**config.mk**
```make
export PLATFORM = sky130hd
export DESIGN_NAME = kanagawa_callback_responder
export DESIGN_NICKNAME = d
export VERILOG_FILES = /design/src/rtl/kanagawa_callback_responder.sv
export SDC_FILE = /design/constraint.sdc
export NUM_CORES = 1
export LEC_CHECK = 0
export ABC_CLOCK_PERIOD_IN_PS = 2500
export CAP_MARGIN = 5
export CORE_UTILIZATION = 51
export DETAILED_ROUTE_END_ITERATION = 6
export PLACE_DENSITY = 0.88
export SYNTH_ARGS = -nofsm -noshare
export SYNTH_HDL_FRONTEND = slang
export SYNTH_SLANG_ARGS = --single-unit
```
**constraint.sdc**
```tcl
create_clock -name clk -period 2.5 [get_ports clk]
set_input_delay 0.375 -clock clk [delete_from_list [all_inputs] [get_ports clk]]
set_output_delay 0.375 -clock clk [all_outputs]
set_load 0.005 [all_outputs]
```
**src/rtl/kanagawa_callback_responder.sv**
```systemverilog
// -----------------------------------------------------------------------------
// kanagawa_callback_responder
//
// Hardware servicer for an exported-class "add" callback. Argument tuples are
// popped from the class's show-ahead callback FIFO (cb_empty_in / cb_rden_out /
// cb_a_in / cb_b_in). The sum a+b (carry dropped) goes through a LATENCY-stage
// pipeline into an OUT_DEPTH-entry result FIFO. That FIFO is drained on the
// class's ready/valid result port.
//
// Flow control is credit based. A request is popped only when the count of
// in-flight plus buffered results is below OUT_DEPTH. This means the pipeline
// never has to stall and the result buffer can never overflow.
//
// Ports
//   clk, rst                   clock, synchronous active-high reset
//   cb_empty_in                request FIFO empty
//   cb_a_in, cb_b_in           operands, valid while !cb_empty_in
//   cb_rden_out                pop request FIFO (combinational, from registers
//                              and cb_empty_in only)
//   res_rdy_in                 consumer can take a result
//   res_valid_out              res_result_out holds a result
//   res_result_out             (a+b) mod 2^WIDTH
//   busy_out                   any request in pipeline or buffer
//   stall_rate_supported_out   stall injection compiled in
//   stall_rate_valid_in        load stall_rate_in
//   stall_rate_in              stall rate 0..7 (0 = never stall)
//
// Configuration macro
//   KANAGAWA_CALLBACK_RESPONDER_STALL_EN
//     When defined, an LFSR-driven stall throttles the pop rate.
//     When undefined, the stall inputs are ignored.
// -----------------------------------------------------------------------------
module kanagawa_callback_responder #(
  parameter int WIDTH     = 32,
  parameter int LATENCY   = 2,
  parameter int OUT_DEPTH = 4
) (
  input  logic             clk,
  input  logic             rst,
  input  logic             cb_empty_in,
  input  logic [WIDTH-1:0] cb_a_in,
  input  logic [WIDTH-1:0] cb_b_in,
  output logic             cb_rden_out,
  input  logic             res_rdy_in,
  output logic             res_valid_out,
  output logic [WIDTH-1:0] res_result_out,
  output logic             busy_out,
  output logic             stall_rate_supported_out,
  input  logic             stall_rate_valid_in,
  input  logic [2:0]       stall_rate_in
);

  localparam int CNT_W = $clog2(OUT_DEPTH + 1);
  localparam int PTR_W = $clog2(OUT_DEPTH);
  localparam logic [CNT_W-1:0] DEPTH_C    = CNT_W'(OUT_DEPTH);
  localparam logic [PTR_W-1:0] LAST_PTR_C = PTR_W'(OUT_DEPTH - 1);

  // Pointer increment with explicit wrap, so OUT_DEPTH need not be 2^n.
  function automatic logic [PTR_W-1:0] next_ptr(input logic [PTR_W-1:0] p);
    logic [PTR_W-1:0] n;
    if (p == LAST_PTR_C) begin
      n = PTR_W'(0);
    end else begin
      n = p + PTR_W'(1);
    end
    return n;
  endfunction

  logic             stall_s;
  logic             pop_s;
  logic             xfer_s;
  logic             wr_s;

  logic [WIDTH-1:0] sum_q [LATENCY];
  logic [WIDTH-1:0] sum_d [LATENCY];
  logic [LATENCY-1:0] vld_q, vld_d;

  logic [WIDTH-1:0] mem_q [OUT_DEPTH];
  logic [WIDTH-1:0] mem_d [OUT_DEPTH];
  logic [PTR_W-1:0] wr_ptr_q, wr_ptr_d;
  logic [PTR_W-1:0] rd_ptr_q, rd_ptr_d;
  logic [CNT_W-1:0] buf_cnt_q, buf_cnt_d;
  logic [CNT_W-1:0] cnt_q, cnt_d;
  logic             busy_q, busy_d;
  logic             res_valid_q, res_valid_d;
  logic [WIDTH-1:0] res_result_q, res_result_d;

  // Credit check uses only registered count, so res_rdy_in never reaches rden.
  assign pop_s  = !rst && !cb_empty_in && (cnt_q < DEPTH_C) && !stall_s;
  assign xfer_s = res_valid_q && res_rdy_in;
  assign wr_s   = vld_q[LATENCY-1];

  assign cb_rden_out    = pop_s;
  assign res_valid_out  = res_valid_q;
  assign res_result_out = res_result_q;
  assign busy_out       = busy_q;

`ifdef KANAGAWA_CALLBACK_RESPONDER_STALL_EN
  logic [15:0] lfsr_q, lfsr_d;
  logic [2:0]  rate_q, rate_d;

  // Next LFSR state (x^16+x^14+x^13+x^11+1, Fibonacci) and stall-rate load.
  always_comb begin
    lfsr_d = {lfsr_q[14:0], lfsr_q[15] ^ lfsr_q[13] ^ lfsr_q[12] ^ lfsr_q[10]};
    if (stall_rate_valid_in) begin
      rate_d = stall_rate_in;
    end else begin
      rate_d = rate_q;
    end
  end

  // LFSR and stall-rate registers.
  always_ff @(posedge clk) begin
    if (rst) begin
      lfsr_q <= 16'hACE1;
      rate_q <= 3'd0;
    end else begin
      lfsr_q <= lfsr_d;
      rate_q <= rate_d;
    end
  end

  assign stall_s                  = (lfsr_q[2:0] < rate_q);
  assign stall_rate_supported_out = 1'b1;
`else
  logic unused_stall_s;
  assign unused_stall_s           = ^{stall_rate_valid_in, stall_rate_in};
  assign stall_s                  = 1'b0;
  assign stall_rate_supported_out = 1'b0;
`endif

  // Adder pipeline. Stages always advance; valid bits track occupancy.
  always_comb begin
    sum_d = sum_q;
    vld_d = vld_q;
    vld_d[0] = pop_s;
    if (pop_s) begin
      sum_d[0] = cb_a_in + cb_b_in;
    end else begin
      sum_d[0] = sum_q[0];
    end
    for (int i = 1; i < LATENCY; i++) begin
      sum_d[i] = sum_q[i-1];
      vld_d[i] = vld_q[i-1];
    end
  end

  // Result FIFO. The head value is precomputed so the output port is a flop.
  always_comb begin
    mem_d    = mem_q;
    wr_ptr_d = wr_ptr_q;
    rd_ptr_d = rd_ptr_q;
    if (wr_s) begin
      mem_d[wr_ptr_q] = sum_q[LATENCY-1];
      wr_ptr_d        = next_ptr(wr_ptr_q);
    end else begin
      wr_ptr_d = wr_ptr_q;
    end
    if (xfer_s) begin
      rd_ptr_d = next_ptr(rd_ptr_q);
    end else begin
      rd_ptr_d = rd_ptr_q;
    end
    case ({wr_s, xfer_s})
      2'b10:   buf_cnt_d = buf_cnt_q + CNT_W'(1);
      2'b01:   buf_cnt_d = buf_cnt_q - CNT_W'(1);
      default: buf_cnt_d = buf_cnt_q;
    endcase
    res_valid_d  = (buf_cnt_d != CNT_W'(0));
    res_result_d = mem_d[rd_ptr_d];
  end

  // Credit count: in-flight plus buffered results.
  always_comb begin
    case ({pop_s, xfer_s})
      2'b10:   cnt_d = cnt_q + CNT_W'(1);
      2'b01:   cnt_d = cnt_q - CNT_W'(1);
      default: cnt_d = cnt_q;
    endcase
    busy_d = (cnt_d != CNT_W'(0));
  end

  // State registers. Reset drops everything in flight or buffered.
  always_ff @(posedge clk) begin
    if (rst) begin
      for (int i = 0; i < LATENCY; i++) begin
        sum_q[i] <= {WIDTH{1'b0}};
      end
      for (int i = 0; i < OUT_DEPTH; i++) begin
        mem_q[i] <= {WIDTH{1'b0}};
      end
      vld_q        <= {LATENCY{1'b0}};
      wr_ptr_q     <= PTR_W'(0);
      rd_ptr_q     <= PTR_W'(0);
      buf_cnt_q    <= CNT_W'(0);
      cnt_q        <= CNT_W'(0);
      busy_q       <= 1'b0;
      res_valid_q  <= 1'b0;
      res_result_q <= {WIDTH{1'b0}};
    end else begin
      sum_q        <= sum_d;
      mem_q        <= mem_d;
      vld_q        <= vld_d;
      wr_ptr_q     <= wr_ptr_d;
      rd_ptr_q     <= rd_ptr_d;
      buf_cnt_q    <= buf_cnt_d;
      cnt_q        <= cnt_d;
      busy_q       <= busy_d;
      res_valid_q  <= res_valid_d;
      res_result_q <= res_result_d;
    end
  end

endmodule
```
==> impl_metrics.toml <==
[timing]
max_slew_margin_pct = 33.8
fin_worst_skew_ns = 0.00610
slew_viol_final = 0
final_hold_viol_count = 0
post-route-period-util_pct = 94.5
hold_slack_ns = 0.222
fmax_ghz = 0.423
fin_crit_ns = 2.36
finalSetupViolCount = 0
timing_worst_slew_pin_value_ns = 0.993

[place]
dp_hpwl_um = 19300
gp_congestion = 0.933
numPortBuffers = 102

[final_layout]
fillCellCount = 1555
drive_gt1_share_pct = 12.0
fin_nets = 1591
area_delta_synth_final_pct = 26.8
diodes = 0
fin_util_pct = 66.4

[grt]
grt_max_degree = 100
grt_pass1_wl_um = 47200
antenna_found_initial = 0
grt_pass1_vias = 9967
overflow = 0
grt.total_usage_pct = 26.7

[yosys]
synth-seq-area-share_pct = 44.8
yosysUniqueCellTypes = 58
yosysWarnings = 0
async_reset_ff_share_pct = 0
yosysTopAreaCellShare_pct = 44.8
syn_inst = 1306
synth_edf_count = 0
synth_area_um2 = 10600
syn_avg_cell_area_um2 = 8.14
synth_fp_nets = 1419
synth.ff_latch_count = 238
ys_top_cells_by_area = "dfxtp_1 (45%), nand2_1 (12%), a21oi_1 (8.4%)"
synthFlopType = "dfxtp_1"
synth_area_leader_cell = "dfxtp_1"

[critical_path]
critical_path_arrival_ns = 1.99
cp_max_fo = 4
path_class = "flop to output port"
cp.required_ns = 2.12
end_kind = "output port"
cp-start-kind = "flop"

[clock_tree]
cts_tree = "done"
cts.clk_slew.worst_paths_ns = 0.06
cts_buffers = 23
insertion_delay_ns = 0.50
cts-root-buf = "clkbuf_16"
cts_buffer_depth = 3
htreeDepth = 1
cts.sinks = 238
postCtsHoldBufs = 0

[run_status]
status = "finished, final reports clean"

[route]
antenna_left = 0
wl_um = 28600
met1Wirelength_um = 11200
wire_per_inst_um = 16.3
drt_pass1_iterations = 5
viasPerCell = 5.86
drc = 0
vias = 10300
met2_length_um = 14000
highest_layer = "met4"
drtIter0Drc = 969
wl_met3_um = 2520

[floorplan]
die_w_um = 146
core_area_um2 = 20300
die_h_um = 146
num_rows = 52
io_pins = 108
initial_core_util_pct = 52.3
die_area_um2 = 21400

[pwr]
peakVddDrop_uv = 407
cellPowerDensity_nw_per_um2 = 732
p_leak_nw = 5.22

[job]
drv_cap = 0

[min_path]
min_path_type = "input port to flop"
## Yosys cell counts, types with 7 or more instances
library cell    n
o21ai_0        33
o21ai_1        20
clkbuf_1       69
a21o_1         27
ha_1           38
o221ai_1       28
nor3_1          9
nand3_1         7
inv_1          22
o22a_1         17
a21oi_1       178
o22ai_1        17
xor2_1         15
a22o_1         17
xnor2_1        16
buf_1          10
nor2_1         39
nor2b_1        37
o211ai_1        8
nand2_1       343
dfxtp_1       238
a211oi_1       42
## state kept, by name, indices dropped and copies added, names as in the netlist
signal and count:
rd_ptr_q 2, cnt_q 3, sum_q 32, busy_out 1
buf_cnt_q 3, sum_d 32, res_valid_out 1, wr_ptr_q 2
mem_q 128, res_result_out 32, vld_q 2
## cells in the final DEF (no fill, tap or decap), types with 15 or more instances in the layout
cell type / count
nand2_1: 343
dfxtp_1: 238
a21oi_1: 176
buf_4: 122
clkdlybuf4s50_1: 99
a211oi_1: 40
nor2_1: 39
nor2b_1: 37
ha_1: 36
o21ai_0: 33
o221ai_1: 28
a21o_1: 27
clkbuf_16: 23
inv_1: 22
o21ai_1: 20
o22a_1: 17
a22o_1: 17
o22ai_1: 17
xnor2_1: 16
xor2_1: 15
## worst paths after layout
check / to / startpoint / cells after the start / slack [ns]
max: cb_rden_out / cnt_q[2] / 3 / 0.14
min: buf_cnt_q[2] / rst / 2 / 0.22
max reg2reg: res_result_out[17] / rd_ptr_q[0] / 7 / 0.29
min reg2reg: sum_d[10] / sum_d[10] / 2 / 0.45
## critical path, cell delays in order, from the launching register on
cell             delay, ns
dfxtp_1               0.35
or3_1                 0.48
clkinv_1              0.14
clkdlybuf4s50_1       0.52
## final cells by class
class / instances / area, um^2 / area share (%)
clock buffers: 32 / 669 / 4.97
flip-flops and latches: 238 / 4760 / 35.4
multi-input cells: 961 / 5510 / 40.9
inverters: 24 / 90.1 / 0.669
clock inverters: 2 / 35.0 / 0.260
repair buffers: 230 / 2060 / 15.3
well taps: 270 / 338 / 2.51
## metal layers
metal	vias up	track usage (%)
li1	4903	-
met1	4769	33.6
met2	531	45.5
met3	89	3.25
met4	0	12.8
met5	-	0
## where the power goes
group	switching, W	internal, W
logic	0.00119	0.00115
registers	0.000152	0.00408
clock network	0.00135	0.00194
total	0.00270	0.00717
## cell families (layout without fill, tap and decap cells)
logic type      after synthesis  in the layout  share of synthesized area, %
flops                       238            238                          44.8
fa+ha+maj                    41             41                          5.04
buf+inv                     107            288                          3.85
xor+xnor                     31             31                          2.56
compound gates              417            417                          24.7
other cells                   1              1                        0.0353
simple gates                465            465                          18.3
mux                           6              6                         0.600
## timing repair
| item | in CTS | in global routing |
|---|---|---|
| pin swaps | 0 | 11 |
| endpoints found under the setup margin | 1 | 8 |
| buffers inserted | 0 | 2 |
| gates cloned | 0 | 0 |
| resized for setup | 1 | 10 |
## through the flow
step	worst slack [ns]	setup TNS [ns]	area [um^2]	std cells	power (W)
2_1_floorplan	0.0974	0	10600	1306	0.00548
3_3_place_gp	-0.457	-4.42	12700	1721	0.00652
3_5_place_dp	-0.573	-6.05	12700	1721	0.00658
4_1_cts	0.00439	0	13400	1755	0.00986
5_1_grt	-0.00367	-0.00367	13500	1757	0.0103
6_report	0.138	0	13500	1757	0.00987
Power figures use the tool's default switching activity.
